### config.mk
export PLATFORM = sky130hd
export DESIGN_NAME = decode_stage_hz_flat
export DESIGN_NICKNAME = d
export VERILOG_FILES = /design/src/rtl/decode_stage_hz_if.sv /design/src/rtl/decode_stage_hz.sv /design/src/flat_wrapper.sv
export SDC_FILE = /design/constraint.sdc
export NUM_CORES = 1
export LEC_CHECK = 0
export BUFFER_PORTS_ARGS = -buffer_cell sky130_fd_sc_hd__buf_2
export CAP_MARGIN = 20
export CORE_MARGIN = 4
export CORE_UTILIZATION = 45
export CTS_CLUSTER_DIAMETER = 200
export DETAILED_ROUTE_END_ITERATION = 8
export PLACE_DENSITY = 0.79
export SLEW_MARGIN = 20
export SYNTH_ARGS = -nofsm -noshare
export SYNTH_HDL_FRONTEND = slang
export SYNTH_SLANG_ARGS = --single-unit
### constraint.sdc
create_clock -name clk -period 2.4 [get_ports clk]
set_input_delay 0.12 -clock clk [delete_from_list [all_inputs] [get_ports clk]]
set_output_delay 0.12 -clock clk [all_outputs]
set_load 0.03 [all_outputs]
### src/rtl/decode_stage_hz_if.sv
// Signal bundle around the decode stage: IF/ID inputs, register-file read port,
// pipeline control, the ID/EX boundary and the jump redirect to fetch.
interface decode_stage_hz_if #(
    parameter int ADDR_W     = 32,
    parameter int INSTR_W    = 32,
    parameter int REG_W      = 32,
    parameter int REG_ADDR_W = 5
);

    logic                  in_valid;
    logic [ADDR_W-1:0]     pc;
    logic [INSTR_W-1:0]    instruction;
    logic                  ex_stall;
    logic                  flush;

    logic [REG_ADDR_W-1:0] src_reg1;
    logic [REG_ADDR_W-1:0] src_reg2;
    logic [REG_W-1:0]      rin_reg1;
    logic [REG_W-1:0]      rin_reg2;

    logic                  hazard_stall;

    logic                  out_valid;
    logic [ADDR_W-1:0]     out_pc;
    logic [REG_W-1:0]      rout_reg1;
    logic [REG_W-1:0]      rout_reg2;
    logic [REG_ADDR_W-1:0] out_addr_reg1;
    logic [REG_ADDR_W-1:0] out_addr_reg2;
    logic [REG_ADDR_W-1:0] dest_reg;
    logic [ADDR_W-1:0]     mimmediat;
    logic [5:0]            op_code;
    logic [5:0]            funct_code;
    logic                  is_mult;

    logic [ADDR_W-1:0]     jump_addr;
    logic                  is_jump;

    // Pipeline / register-file side: drives the ID instruction and control.
    modport master (
        output in_valid, pc, instruction, ex_stall, flush, rin_reg1, rin_reg2,
        input  src_reg1, src_reg2, hazard_stall,
        input  out_valid, out_pc, rout_reg1, rout_reg2, out_addr_reg1, out_addr_reg2,
        input  dest_reg, mimmediat, op_code, funct_code, is_mult,
        input  jump_addr, is_jump
    );

    // Decode stage side.
    modport slave (
        input  in_valid, pc, instruction, ex_stall, flush, rin_reg1, rin_reg2,
        output src_reg1, src_reg2, hazard_stall,
        output out_valid, out_pc, rout_reg1, rout_reg2, out_addr_reg1, out_addr_reg2,
        output dest_reg, mimmediat, op_code, funct_code, is_mult,
        output jump_addr, is_jump
    );

endinterface

### src/rtl/decode_stage_hz.sv
// ID stage: decodes the instruction, registers the ID/EX boundary and inserts
// bubbles for load-use and multiply hazards; resolves jumps combinationally.
module decode_stage_hz #(
    parameter int ADDR_W     = 32,
    parameter int INSTR_W    = 32,
    parameter int REG_W      = 32,
    parameter int REG_ADDR_W = 5,
    parameter int MUL_LAT    = 4
) (
    input logic             clk,
    input logic             reset,
    decode_stage_hz_if.slave bus
);

    localparam logic [5:0] OP_RTYPE = 6'h00;
    localparam logic [5:0] OP_JUMP  = 6'h02;
    localparam logic [5:0] OP_LDW   = 6'h23;
    localparam logic [5:0] OP_STB   = 6'h28;
    localparam logic [5:0] FN_MUL   = 6'h18;

    localparam int CNT_W = $clog2(MUL_LAT);

    typedef enum logic {
        MUL_IDLE,
        MUL_BUSY
    } mul_state_t;

    logic [INSTR_W-1:0]    instr;
    logic [5:0]            id_op;
    logic [5:0]            id_fn;
    logic [REG_ADDR_W-1:0] id_rs;
    logic [REG_ADDR_W-1:0] id_rt;
    logic [REG_ADDR_W-1:0] id_rd;
    logic [REG_ADDR_W-1:0] id_dst;
    logic [REG_ADDR_W-1:0] id_addr2;
    logic [ADDR_W-1:0]     id_imm;
    logic                  id_is_mult;
    logic                  id_uses_rs2;

    logic                  load_use;
    logic                  mul_raw;
    logic                  mul_struct;
    logic                  hazard;
    logic                  capture;
    logic                  mul_start;

    logic                  valid_q;
    logic [ADDR_W-1:0]     pc_q;
    logic [REG_W-1:0]      rr1_q;
    logic [REG_W-1:0]      rr2_q;
    logic [REG_ADDR_W-1:0] a1_q;
    logic [REG_ADDR_W-1:0] a2_q;
    logic [REG_ADDR_W-1:0] dst_q;
    logic [ADDR_W-1:0]     imm_q;
    logic [5:0]            op_q;
    logic [5:0]            fn_q;
    logic                  mult_q;

    mul_state_t            mul_state;
    logic [CNT_W-1:0]      mul_cnt;
    logic [REG_ADDR_W-1:0] mul_dst;

    assign instr       = bus.instruction;
    assign id_op       = instr[31:26];
    assign id_fn       = instr[5:0];
    assign id_rs       = REG_ADDR_W'(instr[25:21]);
    assign id_rt       = REG_ADDR_W'(instr[20:16]);
    assign id_rd       = REG_ADDR_W'(instr[15:11]);
    assign id_is_mult  = (id_op == OP_RTYPE) && (id_fn == FN_MUL);
    assign id_uses_rs2 = (id_op != OP_LDW) && (id_op != OP_JUMP);
    assign id_dst      = (id_op == OP_STB) ? id_rt : id_rd;
    assign id_addr2    = (id_op == OP_LDW) ? '0 : id_rt;
    assign id_imm      = {{(ADDR_W-16){instr[15]}}, instr[15:0]};

    assign bus.src_reg1 = id_rs;
    assign bus.src_reg2 = id_rt;

    // Register 0 is hard-wired, so a zero destination never creates a dependency.
    assign load_use = valid_q && (op_q == OP_LDW) && (dst_q != '0) &&
                      ((dst_q == id_rs) || (id_uses_rs2 && (dst_q == id_rt)));

    assign mul_raw = (mul_state == MUL_BUSY) && (mul_dst != '0) &&
                     ((mul_dst == id_rs) || (id_uses_rs2 && (mul_dst == id_rt)));

    assign mul_struct = (mul_state == MUL_BUSY) && id_is_mult;

    assign hazard = reset && bus.in_valid && !bus.flush &&
                    (load_use || mul_raw || mul_struct);

    assign capture   = !bus.flush && !bus.ex_stall && !hazard;
    assign mul_start = capture && bus.in_valid && id_is_mult;

    assign bus.hazard_stall = hazard;
    assign bus.jump_addr    = {bus.pc[ADDR_W-1:28], instr[25:0], 2'b00};
    assign bus.is_jump      = bus.in_valid && (id_op == OP_JUMP) && !hazard;

    // ID/EX boundary: flush beats ex_stall, which beats the hazard bubble.
    always_ff @(posedge clk or negedge reset) begin
        if (!reset) begin
            valid_q <= 1'b0;
            pc_q    <= '0;
            rr1_q   <= '0;
            rr2_q   <= '0;
            a1_q    <= '0;
            a2_q    <= '0;
            dst_q   <= '0;
            imm_q   <= '0;
            op_q    <= '0;
            fn_q    <= '0;
            mult_q  <= 1'b0;
        end else if (bus.flush) begin
            valid_q <= 1'b0;
        end else if (bus.ex_stall) begin
            valid_q <= valid_q;
        end else if (hazard) begin
            valid_q <= 1'b0;
            op_q    <= '0;
            mult_q  <= 1'b0;
        end else begin
            valid_q <= bus.in_valid;
            pc_q    <= bus.pc;
            rr1_q   <= bus.rin_reg1;
            rr2_q   <= bus.rin_reg2;
            a1_q    <= id_rs;
            a2_q    <= id_addr2;
            dst_q   <= id_dst;
            imm_q   <= id_imm;
            op_q    <= id_op;
            fn_q    <= id_fn;
            mult_q  <= id_is_mult;
        end
    end

    // Multiply tracker; a flush does not cancel it because the mult already issued.
    always_ff @(posedge clk or negedge reset) begin
        if (!reset) begin
            mul_state <= MUL_IDLE;
            mul_cnt   <= '0;
            mul_dst   <= '0;
        end else begin
            case (mul_state)
                MUL_IDLE: begin
                    if (mul_start) begin
                        mul_state <= MUL_BUSY;
                        mul_cnt   <= CNT_W'(MUL_LAT - 1);
                        mul_dst   <= id_dst;
                    end
                end
                MUL_BUSY: begin
                    if (!bus.ex_stall) begin
                        mul_cnt <= mul_cnt - CNT_W'(1);
                        if (mul_cnt == CNT_W'(1)) begin
                            mul_state <= MUL_IDLE;
                        end
                    end
                end
                default: begin
                    mul_state <= MUL_IDLE;
                    mul_cnt   <= '0;
                end
            endcase
        end
    end

    assign bus.out_valid     = valid_q;
    assign bus.out_pc        = pc_q;
    assign bus.rout_reg1     = rr1_q;
    assign bus.rout_reg2     = rr2_q;
    assign bus.out_addr_reg1 = a1_q;
    assign bus.out_addr_reg2 = a2_q;
    assign bus.dest_reg      = dst_q;
    assign bus.mimmediat     = imm_q;
    assign bus.op_code       = op_q;
    assign bus.funct_code    = fn_q;
    assign bus.is_mult       = mult_q;

endmodule

### src/flat_wrapper.sv
// flat-port wrapper written by rule: the top's interface ports become plain ports
module decode_stage_hz_flat 
#(
    parameter int ADDR_W     = 32,
    parameter int INSTR_W    = 32,
    parameter int REG_W      = 32,
    parameter int REG_ADDR_W = 5,
    parameter int MUL_LAT    = 4
)
  (clk, reset, bus_in_valid, bus_pc, bus_instruction, bus_ex_stall, bus_flush, bus_rin_reg1, bus_rin_reg2, bus_src_reg1, bus_src_reg2, bus_hazard_stall, bus_out_valid, bus_out_pc, bus_rout_reg1, bus_rout_reg2, bus_out_addr_reg1, bus_out_addr_reg2, bus_dest_reg, bus_mimmediat, bus_op_code, bus_funct_code, bus_is_mult, bus_jump_addr, bus_is_jump);
  decode_stage_hz_if #(.ADDR_W(ADDR_W), .INSTR_W(INSTR_W), .REG_W(REG_W), .REG_ADDR_W(REG_ADDR_W)) bus_i ();
  input logic clk;
  input logic reset;
  input wire logic [$bits(bus_i.in_valid)-1:0] bus_in_valid;
  input wire logic [$bits(bus_i.pc)-1:0] bus_pc;
  input wire logic [$bits(bus_i.instruction)-1:0] bus_instruction;
  input wire logic [$bits(bus_i.ex_stall)-1:0] bus_ex_stall;
  input wire logic [$bits(bus_i.flush)-1:0] bus_flush;
  input wire logic [$bits(bus_i.rin_reg1)-1:0] bus_rin_reg1;
  input wire logic [$bits(bus_i.rin_reg2)-1:0] bus_rin_reg2;
  output wire logic [$bits(bus_i.src_reg1)-1:0] bus_src_reg1;
  output wire logic [$bits(bus_i.src_reg2)-1:0] bus_src_reg2;
  output wire logic [$bits(bus_i.hazard_stall)-1:0] bus_hazard_stall;
  output wire logic [$bits(bus_i.out_valid)-1:0] bus_out_valid;
  output wire logic [$bits(bus_i.out_pc)-1:0] bus_out_pc;
  output wire logic [$bits(bus_i.rout_reg1)-1:0] bus_rout_reg1;
  output wire logic [$bits(bus_i.rout_reg2)-1:0] bus_rout_reg2;
  output wire logic [$bits(bus_i.out_addr_reg1)-1:0] bus_out_addr_reg1;
  output wire logic [$bits(bus_i.out_addr_reg2)-1:0] bus_out_addr_reg2;
  output wire logic [$bits(bus_i.dest_reg)-1:0] bus_dest_reg;
  output wire logic [$bits(bus_i.mimmediat)-1:0] bus_mimmediat;
  output wire logic [$bits(bus_i.op_code)-1:0] bus_op_code;
  output wire logic [$bits(bus_i.funct_code)-1:0] bus_funct_code;
  output wire logic [$bits(bus_i.is_mult)-1:0] bus_is_mult;
  output wire logic [$bits(bus_i.jump_addr)-1:0] bus_jump_addr;
  output wire logic [$bits(bus_i.is_jump)-1:0] bus_is_jump;
  assign bus_i.in_valid = bus_in_valid;
  assign bus_i.pc = bus_pc;
  assign bus_i.instruction = bus_instruction;
  assign bus_i.ex_stall = bus_ex_stall;
  assign bus_i.flush = bus_flush;
  assign bus_i.rin_reg1 = bus_rin_reg1;
  assign bus_i.rin_reg2 = bus_rin_reg2;
  assign bus_src_reg1 = bus_i.src_reg1;
  assign bus_src_reg2 = bus_i.src_reg2;
  assign bus_hazard_stall = bus_i.hazard_stall;
  assign bus_out_valid = bus_i.out_valid;
  assign bus_out_pc = bus_i.out_pc;
  assign bus_rout_reg1 = bus_i.rout_reg1;
  assign bus_rout_reg2 = bus_i.rout_reg2;
  assign bus_out_addr_reg1 = bus_i.out_addr_reg1;
  assign bus_out_addr_reg2 = bus_i.out_addr_reg2;
  assign bus_dest_reg = bus_i.dest_reg;
  assign bus_mimmediat = bus_i.mimmediat;
  assign bus_op_code = bus_i.op_code;
  assign bus_funct_code = bus_i.funct_code;
  assign bus_is_mult = bus_i.is_mult;
  assign bus_jump_addr = bus_i.jump_addr;
  assign bus_is_jump = bus_i.is_jump;
  decode_stage_hz #(.ADDR_W(ADDR_W), .INSTR_W(INSTR_W), .REG_W(REG_W), .REG_ADDR_W(REG_ADDR_W), .MUL_LAT(MUL_LAT)) u_core (.clk(clk), .reset(reset), .bus(bus_i));
endmodule
# Word level (Yosys, flattened, before mapping)
# Index checks and enable logic that the tools add are counted.
# classes
bitwise_logic	4
n_mux	14
n_reduce_logical	33
n_eq_ne	15
addsub	1
# ops
op	n
$eq 5x5->1	4
$logic_and 1x1->1	19
$eq 6x6->1 const B	3
$mux 5	2
$reduce_bool 5->1	2
$mux 1	7
$eq 6x2->1 const B	1
$eq 6x5->1 const B	1
$logic_not 6->1	1
$mux 6	1
$ne 6x2->1 const B	1
$ne 6x6->1 const B	1
$reduce_and 2->1	3
$logic_or 1x1->1	4
$mux 2	2
$ne 2x1->1 const B	2
$not 1->1	4
$pmux 2 s2	1
$logic_not 1->1	3
$reduce_and 3->1	1
$eq 2x1->1 const B	1
$ne 2x2->1 const B	1
$pmux 1 s2	1
$sub 2x1->2 const B	1
# totals
wordCells	81
output_inout_bits	201
register_bits	149

# Logic depth before layout (Yosys ltp)
# Gate-level depths: netlist of run 1.
# logic_depth
word_depth	14
ltp_mapped	9
mapped_depth_nobuf	6

# Worst setup path before layout of run 1
# OpenSTA, ideal clock, no wires.
# synth_path
path_type	register to output
from	register u_core.op_q[3], in the netlist u_core.bus.op_code[3]
to	output port bus_is_jump
setup_slack_ps	-6
t_arrival_ps	2286
required_ps	2280
stages_incl_launch_ff	7
path_cell_list	dfrtp_1 and4b_1 nand3_1 nor4b_1 o221ai_2 a31oi_1 nor2_1
# synth_between
elab_chain_cells	9
# synth_rtl
item	line	text
from (decl)	decode_stage_hz.sv:55	logic [5:0] op_q;
from (signal assigned)	decode_stage_hz.sv:128	op_q <= id_op;
$eq 6x6->1	decode_stage_hz.sv:79	assign load_use = valid_q && (op_q == OP_LDW) && (dst_q != '0) &&
$logic_and 1x1->1 (3 in a row)	decode_stage_hz.sv:79	
$logic_or 1x1->1 (2 in a row)	decode_stage_hz.sv:88	(load_use || mul_raw || mul_struct);
$logic_and 1x1->1	decode_stage_hz.sv:87	assign hazard = reset && bus.in_valid && !bus.flush &&
net bus_hazard_stall	flat_wrapper.sv:23	output wire logic [$bits(bus_i.hazard_stall)-1:0] bus_hazard_stall;
$logic_not 1->1	decode_stage_hz.sv:95	assign bus.is_jump = bus.in_valid && (id_op == OP_JUMP) && !hazard;
$logic_and 1x1->1	decode_stage_hz.sv:95	
to (decl)	flat_wrapper.sv:36	output wire logic [$bits(bus_i.is_jump)-1:0] bus_is_jump;
# The timed path passes the listed nets, and every way through them passes these cells.

# Final worst setup path of run 1
# layout_path
from	input port bus_instruction[29]
to	register u_core.rr2_q[21], in the netlist u_core.bus.rout_reg2[21]
# layout_between
elab_chain_cells	10
# layout_rtl
item	line	text
from (decl)	flat_wrapper.sv:16	input wire logic [$bits(bus_i.instruction)-1:0] bus_instruction;
$ne 6x6->1 or $ne 6x2->1 (tied branches)	decode_stage_hz.sv:70	assign id_uses_rs2 = (id_op != OP_LDW) && (id_op != OP_JUMP);
$logic_and 1x1->1	decode_stage_hz.sv:70	
$logic_and 1x1->1, on equally long branches	decode_stage_hz.sv:80, decode_stage_hz.sv:83	
$logic_or 1x1->1, on equally long branches	decode_stage_hz.sv:80, decode_stage_hz.sv:83	
$logic_and 1x1->1, on equally long branches	decode_stage_hz.sv:79, decode_stage_hz.sv:82	
$logic_or 1x1->1	decode_stage_hz.sv:88	
$logic_or 1x1->1 (*)	decode_stage_hz.sv:88	
$logic_and 1x1->1 (*)	decode_stage_hz.sv:87	
$not 1->1 (no line) (*)	n/a	
$reduce_and 3->1 (no line) (*)	n/a	
to (signal assigned)	decode_stage_hz.sv:123	rr2_q <= bus.rin_reg2;
to (decl)	decode_stage_hz.sv:50	logic [REG_W-1:0] rr2_q;
# Every way passes the cells marked *; elsewhere a longest branch is shown, timed or not.
# A chain may end at the register's enable or synchronous reset.

==> results of run 1 <==
per-stage QoR:
step | hold WS [ps] | util | std cells | setup WS (ps)
final | 22.0 | 0.708 | 1069 | 55.4
after global routing | 15.2 | 0.707 | 1067 | 4.36
after CTS | 5.04 | 0.704 | 1069 | 22.2
after detailed placement | 342 | 0.569 | 916 | 59.1
after global placement | 333 | 0.569 | 916 | 102
after floorplan | -176 | - | 469 | 73.1
worst register-to-register path, stage by stage, from the launching register on:
cell and delay, ps:
dfrtp_2 440, xor2_1 170, a211o_1 240, nor4_2 250
o221ai_2 140, nand4_1 160, buf_12 190, buf_16 200
mux2_2 390
routing by layer:
metal / vias up / global-route usage / part of all wire
met5: - / 0 / 0
li1: 2369 / - / -
met3: 44 / 0.0743 / 0.066
met1: 2538 / 0.253 / 0.36
met2: 219 / 0.448 / 0.55
met4: 0 / 0.0911 / 0.023
worst paths after layout:
| path | start | to | slack [ps] | cells after the start |
|---|---|---|---|---|
| max in group asynchronous | reset | u_core.bus.rout_reg2[26]$_DFFE_PN0P_ | 1410 | 3 |
| worst max-delay path | bus_instruction[29] | u_core.bus.rout_reg2[21]$_DFFE_PN0P_ | 60 | 10 |
| worst max register to register | u_core.bus.dest_reg[2]$_DFFE_PN0P_ | u_core.bus.rout_reg2[21]$_DFFE_PN0P_ | 100 | 8 |
| worst min-delay path | bus_instruction[20] | u_core.bus.out_addr_reg2[4]$_DFFE_PN0P_ | 20 | 3 |
| worst min register to register | u_core.bus.rout_reg2[10]$_DFFE_PN0P_ | u_core.bus.rout_reg2[10]$_DFFE_PN0P_ | 500 | 1 |
| min in group asynchronous | reset | u_core.bus.op_code[0]$_DFFE_PN0P_ | 410 | 3 |
cell type report:
class                   count  area [µm²]  share of cell area
diodes                      2        5.00            0.000504
clock buffers              18         429              0.0432
clock inverters            13         236              0.0238
inverters                  10        37.5             0.00378
multi-input cells         235        2310               0.232
flip-flops and latches    143        3580               0.360
well taps                 180         225              0.0227
repair buffers            468        3120               0.314
power by group through the flow:
stage / registers [µW] / clock network, µW / logic, µW
after global placement: 2970 / 0 / 2070
after CTS: 2950 / 3040 / 2270
after global routing: 3010 / 3160 / 2410
after detailed placement: 2980 / 0 / 2100
final: 2970 / 3010 / 2300
after floorplan: 3640 / 0 / 802
what timing repair did:
item | 4_1_cts | 5_1_grt
resized for setup | 2 | 12
endpoints found under the hold margin | 261 | 0
setup endpoints to repair | 2 | 21
hold buffers | 121 | 0
pin swaps | 0 | 6
buffers inserted | 1 | 0
cells by family after synthesis:
kind of cell               share of synthesized area
AOI/OAI and AO/OA                             0.0173
xor gates and xnor gates                      0.0282
adders and majority gates                    0.00192
buffers and inverters                          0.105
DFF                                            0.549
muxes                                          0.250
other                                       0.000575
and+or+nand+nor                               0.0478
cells in the mapped netlist, types with 4 or more instances:
cell type and count:
mux2i_1 5, buf_4 74, nor2_1 7, mux2_4 25
dfrtp_1 143, nand2_1 19, nand3_1 10, xnor2_1 7
xor2_1 14, nor3_1 4, mux2_2 107, buf_12 4
inv_1 10, o21ai_0 7
cell usage in the layout, fill, tap and decap left out, drive strengths merged, types with 6 or more instances in the layout:
cell type,netlist,layout
buf,79,346
bufinv,0,6
clkbuf,2,19
dfrtp,143,143
dlygate4sd3,0,119
inv,10,12
mux2,132,132
nand2,19,19
nand3,10,10
nor2,7,7
o21ai,8,8
xnor2,7,7
xor2,14,14
==> impl_metrics.ini, run 1 <==
[power]
power_uw = 8270
ir_worst_vdd_mv = 0.644
p_switching_uw = 2700
seqPwrFrac = 0.359
p_clk_frac = 0.364
p_int_uw = 5570
switching_share = 0.326
p_comb_frac = 0.278
powerDensity_nw_per_um2 = 832
power_leakage_uw = 0.00500

[place]
placed_area_um2 = 7980
dp_hpwl_mm = 12.3
gp_congestion = 0.835
io_buffers = 331

[timing]
relSlewSlack = 0.481
slew_violations = 0
max_freq_mhz = 427
setup-tns-final_ps = 0
hold_viol_final = 0
finalSetupViolCount = 0
skew_ps = 8.61
fin_crit_sh = 0.977
fin_crit_ps = 2340
tightest_slew_ps = 779
rsz0062_at_grt = false

[logic_synthesis]
yosys.area.top_type_share = 0.549
synth_area_per_cell_um2 = 13.9
yosysWarnings = 0
synth.ff_latch_count = 143
netlist_area_um2 = 6520
synth_top_cell_by_area = dfrtp_1
synth_area_leaders = dfrtp_1 55%, mux2_2 18%, buf_4 8.5%
synth_edf_count = 0
yosysUniqueCellTypes = 40
synth_cells = 468
ys.flop_type = dfrtp_1
synth_seq_area_share = 0.549
synth-async-reset-ratio = 1.00

[setup_path]
worstSetupPathType = input pin to register
worstPathRequired_ps = 2690
crit_path_end_kind = register
start_kind = input pin
path_delay_family = buffers and inverters
slowest_delay_ps = 530
cp.arrival_ps = 2630
cp_cell_sequence = dlygate4sd3_1 > buf_2 > nor4bb_2 > buf_4 > nand3_1 > or2_2 > nand4_1 > buf_12 > buf_16 > mux2_2
cp.buffers_inverters = 5
cp_max_fo = 22
cp_slowest_cell = dlygate4sd3_1

[floorplan]
rows = 43
die_h_um = 128
dieWidth_um = 128
ioPinCount = 334
initial_utilization = 0.464
coreArea_um2 = 14000
dieArea_um2 = 16500

[clock_tree]
clockRootBuffer = clkbuf_16
cts_tree = yes
cts_buffers = 17
htree_num_levels = 4
clkTransAtPathRegs_ps = 60
ctsLongestPathBuffers = 2
cts_sinks = 143
clkLatencyLatePin_ps = 410

[route]
via_per_inst = 4.84
drtIter0Drc = 181
routed_wl_mm = 20.2
ant_nets = 0
vias = 5170
post_drt_wl_per_cell_um = 18.9
dr.pass1.iters = 4
drc_errors = 0

[global_routing]
grt_pass1_vias = 5722
grt_use_total = 0.241
overflow = 0
antenna_found_initial = 0
grt_pass1_wl_mm = 30.5
grt_max_degree = 144

[finish]
area_growth_pct = 52.5
num-fill-cells = 934
finalNetCount = 1009
drive_above_1_share = 0.587
postLayoutCellArea_um2 = 9940

[run]
drv_cap = 0

[outcome]
status = finished clean

[hold_path]
min_path_type = input pin to register
(Power assumes the default switching activity.)
==> run 2: changes to the inputs <==
- CORE_UTILIZATION: 45 -> 41
- PLACE_DENSITY: 0.79 -> 0.76
- clock period: 2.4 -> 1.9 ns (I/O delays scaled with it)
==> run 2 against run 1 <==
  * The flow now finishes with violations (negative setup slack)
  * Largest cell class is now buffers
  * First-iteration DRC count rose by 28%
  * Cell area rose by 9.6%
  * Sequential cell count unchanged
  * Critical path type is now register to register
  * Critical endpoint is now u_core.bus.rout_reg2[7]$_DFFE_PN0P_
==> impl_metrics.ini, run 2 (synthesis gave the netlist of run 1 again) <==
[outcome]
status = finished, violations left
violations = negative setup slack

[clock_tree]
cts_tree = yes
clockRootBuffer = clkbuf_16
ctsLongestPathBuffers = 2
clkLatencyLatePin_ps = 420
clkTransAtPathRegs_ps = 60
cts_buffers = 17
htree_num_levels = 4
cts_sinks = 143

[setup_path]
cp.buffers_inverters = 4
worstSetupPathType = register to register
cp.arrival_ps = 2610
start_kind = register
cp_cell_sequence = buf_6 > or4_4 > o221ai_4 > nand4_1 > buf_6 > clkbuf_16 > clkbuf_16 > mux2_4
cp_max_fo = 6
startpoint = u_core.bus.dest_reg[2]$_DFFE_PN0P_
r2r_cells = 8
path_delay_family = buffers and inverters
r2r-start = u_core.bus.dest_reg[2]$_DFFE_PN0P_
crit_path_end_kind = register
slowest_delay_ps = 490
worstPathRequired_ps = 2190
cp_slowest_cell = or4_4
cp_num_cells = 8

[timing]
rsz0062_at_grt = true
tightest_slew_ps = 693
relSlewSlack = 0.538
fin_crit_sh = 1.22
skew_ps = 14.8
fin_crit_ps = 2320
setup_ws_ps = -422
finalSetupViolCount = 142
slew_violations = 0
hold_viol_final = 0
max_freq_mhz = 431

[floorplan]
rows = 45
die_h_um = 134
dieArea_um2 = 18000
ioPinCount = 334
coreArea_um2 = 15400
dieWidth_um = 134
initial_utilization = 0.424

[global_routing]
grt_max_degree = 78
overflow = 0
antenna_found_initial = 1
grt_pass1_vias = 5821
grt_use_total = 0.220
grt_pass1_wl_mm = 30.9

[finish]
postLayoutCellArea_um2 = 10900
stdcell_count = 1150
finalNetCount = 1060
mostFrequentLayoutCells = 328 x buf_2, 138 x dfrtp_1, 116 x dlygate4sd3_1
drive_above_1_share = 0.621
layout_commonest_cell = buf_2
area_growth_pct = 67.1
fin_util = 0.708

[place]
gp_congestion = 0.806
dp_hpwl_mm = 13.1
pre_cts_slack_ps = -334
placed_area_um2 = 8330
placed_cells = 983
io_buffers = 331

[route]
ant_nets = 0
drc_errors = 0
via_per_inst = 4.77
drtIter0Drc = 232
dr.pass1.iters = 4
post_drt_wl_per_cell_um = 19.5
vias = 5483
routed_wl_mm = 22.5

[power]
power_leakage_uw = 0.00569
p_comb_frac = 0.305
ir_worst_vdd_mv = 1.05
switching_share = 0.328
power_uw = 10700
p_clk_frac = 0.343
p_int_uw = 7160
p_switching_uw = 3500
seqPwrFrac = 0.352
powerDensity_nw_per_um2 = 979

[hold_path]
hp-start = bus_instruction[25]
min_path_type = input pin to register
hold_path_depth = 2

[run]
drv_cap = 0
[run 2: cell count changes in the layout (fill, tap and decap cells not counted), moves of 2 or more]
cell            change
buf_2               +2
buf_4              +31
buf_6               +9
buf_8               +5
clkbuf_16          +10
dfrtp_1             -3
dfrtp_2             +3
dlygate4sd3_1       -3
dlymetal6s4s_1      -2
mux2_2             -81
mux2_4             +81
nand3_1             -2
[run 2: worst paths after layout]
check                                                          end  slack, ps
min in group asynchronous        u_core.bus.out_pc[22]$_DFFE_PN0P_        450
setup reg to reg               u_core.bus.rout_reg2[7]$_DFFE_PN0P_       -420
max in group asynchronous     u_core.bus.rout_reg2[17]$_DFFE_PN0P_        420
setup / recovery               u_core.bus.rout_reg2[7]$_DFFE_PN0P_       -420
hold / removal             u_core.bus.out_addr_reg1[4]$_DFFE_PN0P_         30
hold reg to reg                     u_core.bus.is_mult$_DFFE_PN0P_        490
[run 2: through the flow]
step | hold WS (ps) | setup TNS (ps)
6_report | 28.8 | -51900
5_1_grt | 16.1 | -61960
4_1_cts | 2.11 | -42650
3_5_place_dp | 174 | -37620
3_3_place_gp | 174 | -33160
2_1_floorplan | -201 | -32420
[run 2: area by class of cell]
| type | instances | area, µm² |
|---|---|---|
| Antenna cell | 2 | 5.00 |
| Clock inverter | 13 | 214 |
| Inverter | 10 | 37.5 |
| Fill cell | 1019 | 4480 |
| Sequential cell | 143 | 3580 |
| Timing Repair Buffer | 519 | 3720 |
| Tap cell | 211 | 264 |
| Multi-Input combinational cell | 235 | 2640 |
| Clock buffer | 17 | 425 |
[run 2: per-layer routing]
metal / wire (µm) / GRT usage
met1: 8660 / 0.250
met4: 493 / 0.0792
met2: 11900 / 0.393
met3: 1440 / 0.0671
met5: 0 / 0
[run 2: what timing repair did]
action | in CTS | in global routing
resized for setup | 8 | 100
hold buffers | 116 | 0
setup endpoints to repair | 142 | 222
pin swaps | 7 | 3
setup buffers | 5 | 4
cloned | 0 | 10
endpoints found under the hold margin | 180 | 0
[run 2: power by group through the flow]
stage / Clock, µW / Combinational [µW] / Sequential (µW)
5_1_grt: 3820 / 3400 / 3800
2_1_floorplan: 0 / 1020 / 4600
6_report: 3660 / 3250 / 3750
4_1_cts: 3670 / 2960 / 3710
3_3_place_gp: 0 / 2710 / 3730
3_5_place_dp: 0 / 2740 / 3760
